[src/rtl/seletor_pkg.sv]
// Shared definitions for the quadrant selector: FSM state encoding,
// the "no quadrant" code and a one-hot test helper.
package seletor_pkg;

    typedef enum logic [1:0] {
        OCIOSO        = 2'd0,
        ESTABILIZA    = 2'd1,
        REGISTRA      = 2'd2,
        ESPERA_SOLTAR = 2'd3
    } estado_t;

    localparam logic [8:0] QUAD_NENHUM = 9'b0;

    // True only when exactly one bit of v is set.
    function automatic logic eh_one_hot(input logic [8:0] v);
        return (v != 9'd0) && ((v & (v - 9'd1)) == 9'd0);
    endfunction

endpackage

[src/rtl/seletor_quadrante_sincronizador.sv]
// Two-flop synchroniser for a bus of independent asynchronous inputs.
// Each bit is synchronised on its own; no cross-bit coherence is implied.
module sincronizador #(
    parameter int W = 9
) (
    input  logic         clock,
    input  logic         reset,
    input  logic [W-1:0] d,
    output logic [W-1:0] q
);

    logic [W-1:0] meta;

    always_ff @(posedge clock or negedge reset) begin
        if (!reset) begin
            meta <= '0;
            q    <= '0;
        end else begin
            meta <= d;
            q    <= meta;
        end
    end

endmodule

[src/rtl/seletor_quadrante.sv]
// Debounced single-button quadrant selector producing a registered one-hot code.
// Define SELETOR_OCUPADO_CHECK_EN to reject presses on occupied quadrants.
module seletor_quadrante
    import seletor_pkg::*;
#(
    parameter int DEBOUNCE_CYCLES = 50000
) (
    input  logic       clock,
    input  logic       reset,
    input  logic [8:0] botoes,
    input  logic       habilita,
    input  logic [8:0] ocupado,
    input  logic       limpar,
    output logic [8:0] quadrante,
    output logic       jogada_valida,
    output logic       jogada_invalida
);

    localparam int CNT_W = $clog2(DEBOUNCE_CYCLES + 1);
    // The counter is compared before incrementing, so the last count is D-1.
    localparam logic [CNT_W-1:0] ULTIMO = CNT_W'(DEBOUNCE_CYCLES - 1);
    localparam logic [CNT_W-1:0] UM     = CNT_W'(1);

    logic [8:0]       sync;
    estado_t          estado, estado_nxt;
    logic [CNT_W-1:0] cnt, cnt_nxt;
    logic [8:0]       cand, cand_nxt;
    logic             livre;
    logic             valida_nxt, invalida_nxt;
    logic [8:0]       quadrante_nxt;

    sincronizador #(.W(9)) u_sinc (
        .clock (clock),
        .reset (reset),
        .d     (botoes),
        .q     (sync)
    );

    always_ff @(posedge clock or negedge reset) begin
        if (!reset) begin
            estado <= OCIOSO;
            cnt    <= '0;
            cand   <= QUAD_NENHUM;
        end else begin
            estado <= estado_nxt;
            cnt    <= cnt_nxt;
            cand   <= cand_nxt;
        end
    end

    always_comb begin
        estado_nxt = estado;
        cnt_nxt    = cnt;
        cand_nxt   = cand;
        case (estado)
            OCIOSO: begin
                if (sync != QUAD_NENHUM) begin
                    if (habilita && eh_one_hot(sync)) begin
                        cand_nxt   = sync;
                        cnt_nxt    = UM;
                        estado_nxt = ESTABILIZA;
                    end else begin
                        cnt_nxt    = '0;
                        estado_nxt = ESPERA_SOLTAR;
                    end
                end
            end
            ESTABILIZA: begin
                if (sync != cand) begin
                    cnt_nxt    = '0;
                    estado_nxt = OCIOSO;
                end else if (!habilita) begin
                    cnt_nxt    = '0;
                    estado_nxt = ESPERA_SOLTAR;
                end else if (cnt >= ULTIMO) begin
                    cnt_nxt    = '0;
                    estado_nxt = REGISTRA;
                end else begin
                    cnt_nxt = cnt + UM;
                end
            end
            REGISTRA: begin
                cnt_nxt    = '0;
                estado_nxt = ESPERA_SOLTAR;
            end
            ESPERA_SOLTAR: begin
                // Any activity restarts the release window, so a held button is never re-accepted.
                if (sync != QUAD_NENHUM) begin
                    cnt_nxt = '0;
                end else if (cnt >= ULTIMO) begin
                    cnt_nxt    = '0;
                    estado_nxt = OCIOSO;
                end else begin
                    cnt_nxt = cnt + UM;
                end
            end
            default: begin
                cnt_nxt    = '0;
                estado_nxt = OCIOSO;
            end
        endcase
    end

`ifdef SELETOR_OCUPADO_CHECK_EN
    assign livre = ((cand & ocupado) == QUAD_NENHUM);
`else
    logic ocupado_unused;
    assign ocupado_unused = ^ocupado;
    assign livre          = 1'b1;
`endif

    always_comb begin
        valida_nxt    = 1'b0;
        invalida_nxt  = 1'b0;
        quadrante_nxt = quadrante;
        if (estado == REGISTRA) begin
            valida_nxt   = livre;
            invalida_nxt = !livre;
        end
        if (valida_nxt)
            quadrante_nxt = cand;
        // Clearing overrides a same-cycle acceptance; the pulse is still reported.
        if (limpar)
            quadrante_nxt = QUAD_NENHUM;
    end

    always_ff @(posedge clock or negedge reset) begin
        if (!reset) begin
            quadrante       <= QUAD_NENHUM;
            jogada_valida   <= 1'b0;
            jogada_invalida <= 1'b0;
        end else begin
            quadrante       <= quadrante_nxt;
            jogada_valida   <= valida_nxt;
            jogada_invalida <= invalida_nxt;
        end
    end

endmodule

[config.mk]
export PLATFORM = sky130hd
export DESIGN_NAME = seletor_quadrante
export DESIGN_NICKNAME = d
export VERILOG_FILES = /design/src/rtl/seletor_pkg.sv /design/src/rtl/seletor_quadrante_sincronizador.sv /design/src/rtl/seletor_quadrante.sv
export SDC_FILE = /design/constraint.sdc
export NUM_CORES = 1
export LEC_CHECK = 0
export BUFFER_PORTS_ARGS = -buffer_cell sky130_fd_sc_hd__buf_2
export CORE_MARGIN = 5
export CORE_UTILIZATION = 55
export CTS_CLUSTER_SIZE = 8
export DETAILED_ROUTE_END_ITERATION = 8
export PLACE_DENSITY = 0.76
export SLEW_MARGIN = 20
export SYNTH_ARGS = -nofsm -noshare
export SYNTH_HDL_FRONTEND = slang
export SYNTH_SLANG_ARGS = --single-unit
[constraint.sdc]
create_clock -name clock -period 6.6 [get_ports clock]
set_input_delay 1.65 -clock clock [delete_from_list [all_inputs] [get_ports clock]]
set_output_delay 1.65 -clock clock [all_outputs]
set_load 0.005 [all_outputs]
==> flow_results.org <==
** Critical path
- Critical register-to-register path endpoint :: cnt[12]$_DFFE_PN0P_
- Type of element launching the critical path :: primary input
- WP data arrival :: roughly 3600 ps
- The worst register-to-register path has a setup slack of ~3900 ps.
- Along the worst path, the maximum fanout reaches 17.
- Critical Setup Path Class :: in2reg
- The number of cells on the worst reg-to-reg path is 5.
- Data required, critical path :: ~6900 ps
- The worst setup path is captured at a flop.
- The most critical setup path has its endpoint at cnt[12]$_DFFE_PN0P_.
- Critical path startpoint :: habilita
- Reg-to-Reg Start :: u_sinc.q[4]$_DFF_PN0_

** Clocking
- The number of gates resized after CTS was 0.
- For the worst-skew pair, the clock arrives at the later sink with an insertion delay of slightly above 300 ps.
- Clock slew at reported path FFs :: ~100 ps
- Number of buffers between clock root and the deepest sink :: 2
- TritonCTS built the clock tree.
- Clock tree sinks :: 55
- Cts bufs inserted :: 5
- Once the clock tree was built, the setup fixing pass inserted 0 buffers.
- Clock Root Buffer :: sky130_fd_sc_hd__clkbuf_8
- The H-tree was split into 2 levels.
- In this run, post-CTS hold repair placed 0 buffers.

** Finish
- Compared with the post-synthesis result, the final layout area differs by 8.47%.
- The net count of the finished layout is about 270.
- Count of inserted antenna diode cells :: 0
- Of the cells placed in the final design, the portion with a size suffix greater than 1 is 0.202.
- Number of cells in the finished layout apart from fillers :: between 300 and 400

** Synth
- Cell area after synthesis :: 2570 µm²
- Of all flip-flops after synthesis, the portion carrying an async set or reset was 1.00.
- Synthesis-stage register bit count :: 55
- Largest cells by area after synthesis :: sky130_fd_sc_hd__dfrtp_1 54%, sky130_fd_sc_hd__nand2_1 4.7%, sky130_fd_sc_hd__xnor2_1 3.4%
- Share of the synthesized area in the top cell type :: 0.535
- By count the netlist is led by 55 x sky130_fd_sc_hd__dfrtp_1, 32 x sky130_fd_sc_hd__nand2_1, 11 x sky130_fd_sc_hd__a211oi_1, 11 x sky130_fd_sc_hd__nor2_1, 10 x sky130_fd_sc_hd__xnor2_1.
- Flip-flop cell with the highest count after synthesis :: sky130_fd_sc_hd__dfrtp_1
- Among all cell types in the netlist, the one instantiated most often is sky130_fd_sc_hd__dfrtp_1.
- Averaged over all synthesized cells, the footprint is about 11 µm².
- Of the synthesized area, sequential elements account for 0.535.
- The synthesized design spends more area on one cell type than any other, namely sky130_fd_sc_hd__dfrtp_1.
- Synthesis produced a netlist with a net count of around 250.
- Number of warnings reported in the yosys synthesis log :: 0
- Yosys mapped a number of flops with a built-in enable equal to 0.
- In the synthesized netlist, the number of instances is roughly 230.
- Distinct cell type count of the synthesized netlist :: a little over 50

** Placement
- In this run, placement finished with an instance count of between 200 and 300.
- During placement, the flow inserted port buffers numbering 22.
- Hpwl dp :: 3030 µm
- At the end of routability-driven placement, the weighted congestion stood at 0.785.

** Global route
- In this run the most used layer during global routing was met1.
- The via count of the first global-routing pass was ~1600.
- Aggregate global-route resource usage :: 0.162
- For met2 alone, demand over resource in global routing was 0.233.
- The first global-routing pass estimated between 7000 and 8000 µm of wire.
- Total congestion overflow after global routing :: 0
- Met3 demand-to-capacity share in global routing :: 0.0389
- Maximum number of pins on one net before global-route repair :: 56
- In the global route stage, met1 resource usage came out at 0.240.
- The initial antenna violation count came to 0.

** Timing
- Peak Freq :: roughly 0.30 GHz
- Hold violation count in the final report :: 0
- The worst path needs ~3300 ps of the cycle, external delays included.
- For the pin with the worst max-slew slack, the measured transition is 780 ps.
- Hold_ws :: between 300 and 400 ps
- In the finished design, the share of the clock period the worst path needs comes to 0.505.
- Setup total negative slack on the finished layout was measured at 0 ps.
- Clock skew on the completed layout was measured at 7.74 ps.
- Setup repair after global routing missed its margin :: false
- Setup violators final :: 0
- The count of pins over their slew limit is 0.
- The worst pin sits at a relative slew slack of 0.480.

** Floorplanning
- Die ar. :: roughly 6100 µm²
- Standard cell core area :: roughly 4400 µm²
- DIE WIDTH :: slightly below 80 µm
- During I/O placement, the number of pins put on the boundary was 33.
- Number of cell rows :: 24
- Die span in y :: 78.4 µm
- The initial utilization of the core area, before any placement, comes to 0.579.

** Power
- Leakage power of the design :: 1.20 nW
- For this design the ratio of total power to cell area is roughly 230 nW/µm².
- The worst-case IR drop observed on VDD is 0.164 mV.

** Min path
- In this run the most critical hold path is launched from u_sinc.meta[7]$_DFF_PN0_.
- The path class of the tightest hold or removal check is reg2reg.

** Routing
- Number of nets with antenna violations after routing :: 0
- 1st-iter DRT viols :: 99
- Wire length per cell :: ~15 µm
- Using the TritonRoute via totals, the vias-per-cell ratio works out to between 5 and 6.
- Final routed DRC violation total :: 0
- Total detailed-routing wirelength :: about 4600 µm
- Number of vias in the routed layout :: between 1500 and 2000
- DR pass1 iterations :: 4

** Outcome
- The run finished with clean final reports.

** Job
- Max capacitance violation total :: 0
[kinds of logic (layout without fill, tap and decap cells)]
group                      Yosys count  after routing  synth area share
adders and majority gates            2              2           0.00876
muxes                               10             10            0.0438
DFF                                 55             55             0.535
other                                1              1           0.00146
xor gates and xnor gates            12             12            0.0409
AOI/OAI and AO/OA                   56             56             0.188
and+or+nand+nor                     79             79             0.149
buffers and inverters               16             37            0.0326
[registers in the layout (all words and copies together) (netlist names)]
name,count
cnt,16
cand,9
quadrante,9
u_sinc.meta,9
u_sinc.q,9
estado,2
jogada_valida,1
[power by group]
| group | switching, mW | internal, mW |
|---|---|---|
| Sequential | 0.0222 | 0.360 |
| Combinational | 0.0411 | 0.0310 |
| Clock | 0.113 | 0.0768 |
| Total | 0.176 | 0.468 |
[worst min-delay path by stage]
stage,end,cells past startpoint
finish,u_sinc.q[7]$_DFF_PN0_,0
global route,u_sinc.q[1]$_DFF_PN0_,0
CTS,u_sinc.q[7]$_DFF_PN0_,0
detailed placement,u_sinc.q[2]$_DFF_PN0_,0
global placement,u_sinc.q[4]$_DFF_PN0_,0
floorplan,u_sinc.q[0]$_DFF_PN0_,0
[per-stage QoR]
step / util / area, µm² / power, mW / setup slack, ps
6_report: 0.628 / 2790 / 0.644 / 3270
5_1_grt: 0.628 / 2790 / 0.683 / 3150
4_1_cts: 0.628 / 2790 / 0.653 / 3260
3_5_place_dp: 0.607 / 2700 / 0.462 / 2930
3_3_place_gp: 0.607 / 2700 / 0.459 / 2920
2_1_floorplan: - / 2570 / 0.433 / 3690
[cell usage in the layout, fill, tap and decap left out, types with 3 or more instances in the layout]
| cell type | synthesis | routed |
|---|---|---|
| sky130_fd_sc_hd__nand3_1 | 3 | 3 |
| sky130_fd_sc_hd__xnor2_1 | 10 | 10 |
| sky130_fd_sc_hd__inv_1 | 3 | 3 |
| sky130_fd_sc_hd__and2_1 | 3 | 3 |
| sky130_fd_sc_hd__clkbuf_8 | 0 | 5 |
| sky130_fd_sc_hd__o21ai_0 | 4 | 4 |
| sky130_fd_sc_hd__or3_1 | 3 | 3 |
| sky130_fd_sc_hd__buf_2 | 4 | 22 |
| sky130_fd_sc_hd__a211o_1 | 3 | 3 |
| sky130_fd_sc_hd__nor3_1 | 9 | 9 |
| sky130_fd_sc_hd__a2111oi_2 | 3 | 3 |
| sky130_fd_sc_hd__a21oi_1 | 9 | 9 |
| sky130_fd_sc_hd__a211oi_2 | 3 | 3 |
| sky130_fd_sc_hd__dfrtp_1 | 55 | 55 |
| sky130_fd_sc_hd__nor2_1 | 11 | 11 |
| sky130_fd_sc_hd__mux2_2 | 7 | 7 |
| sky130_fd_sc_hd__mux2_1 | 3 | 3 |
| sky130_fd_sc_hd__nand2_1 | 32 | 32 |
| sky130_fd_sc_hd__a221o_1 | 7 | 7 |
| sky130_fd_sc_hd__a211oi_1 | 11 | 11 |
| sky130_fd_sc_hd__nand4_1 | 7 | 7 |
| sky130_fd_sc_hd__a22o_1 | 3 | 3 |
[routing by layer]
layer / share of wire / vias to the layer above
li1: - / 886
met1: 0.51 / 865
met2: 0.45 / 36
met3: 0.033 / 6
met4: 0.0097 / 0
met5: 0 / -
[final cells by class]
cell class,count,area (µm²)
Clock inverter,3,23.8
Fill cell,361,1660
Multi-Input combinational cell,160,1110
Clock buffer,5,68.8
Tap cell,52,65.1
Timing Repair Buffer,24,125
Sequential cell,55,1380
Inverter,5,18.8
[critical path, cell delays in order]
cell and delay [ps]:
sky130_fd_sc_hd__buf_2 90, sky130_fd_sc_hd__inv_1 50, sky130_fd_sc_hd__or4_1 900, sky130_fd_sc_hd__a21oi_2 640, sky130_fd_sc_hd__a221o_1 240
No activity file was read; power rests on OpenSTA's default activity.
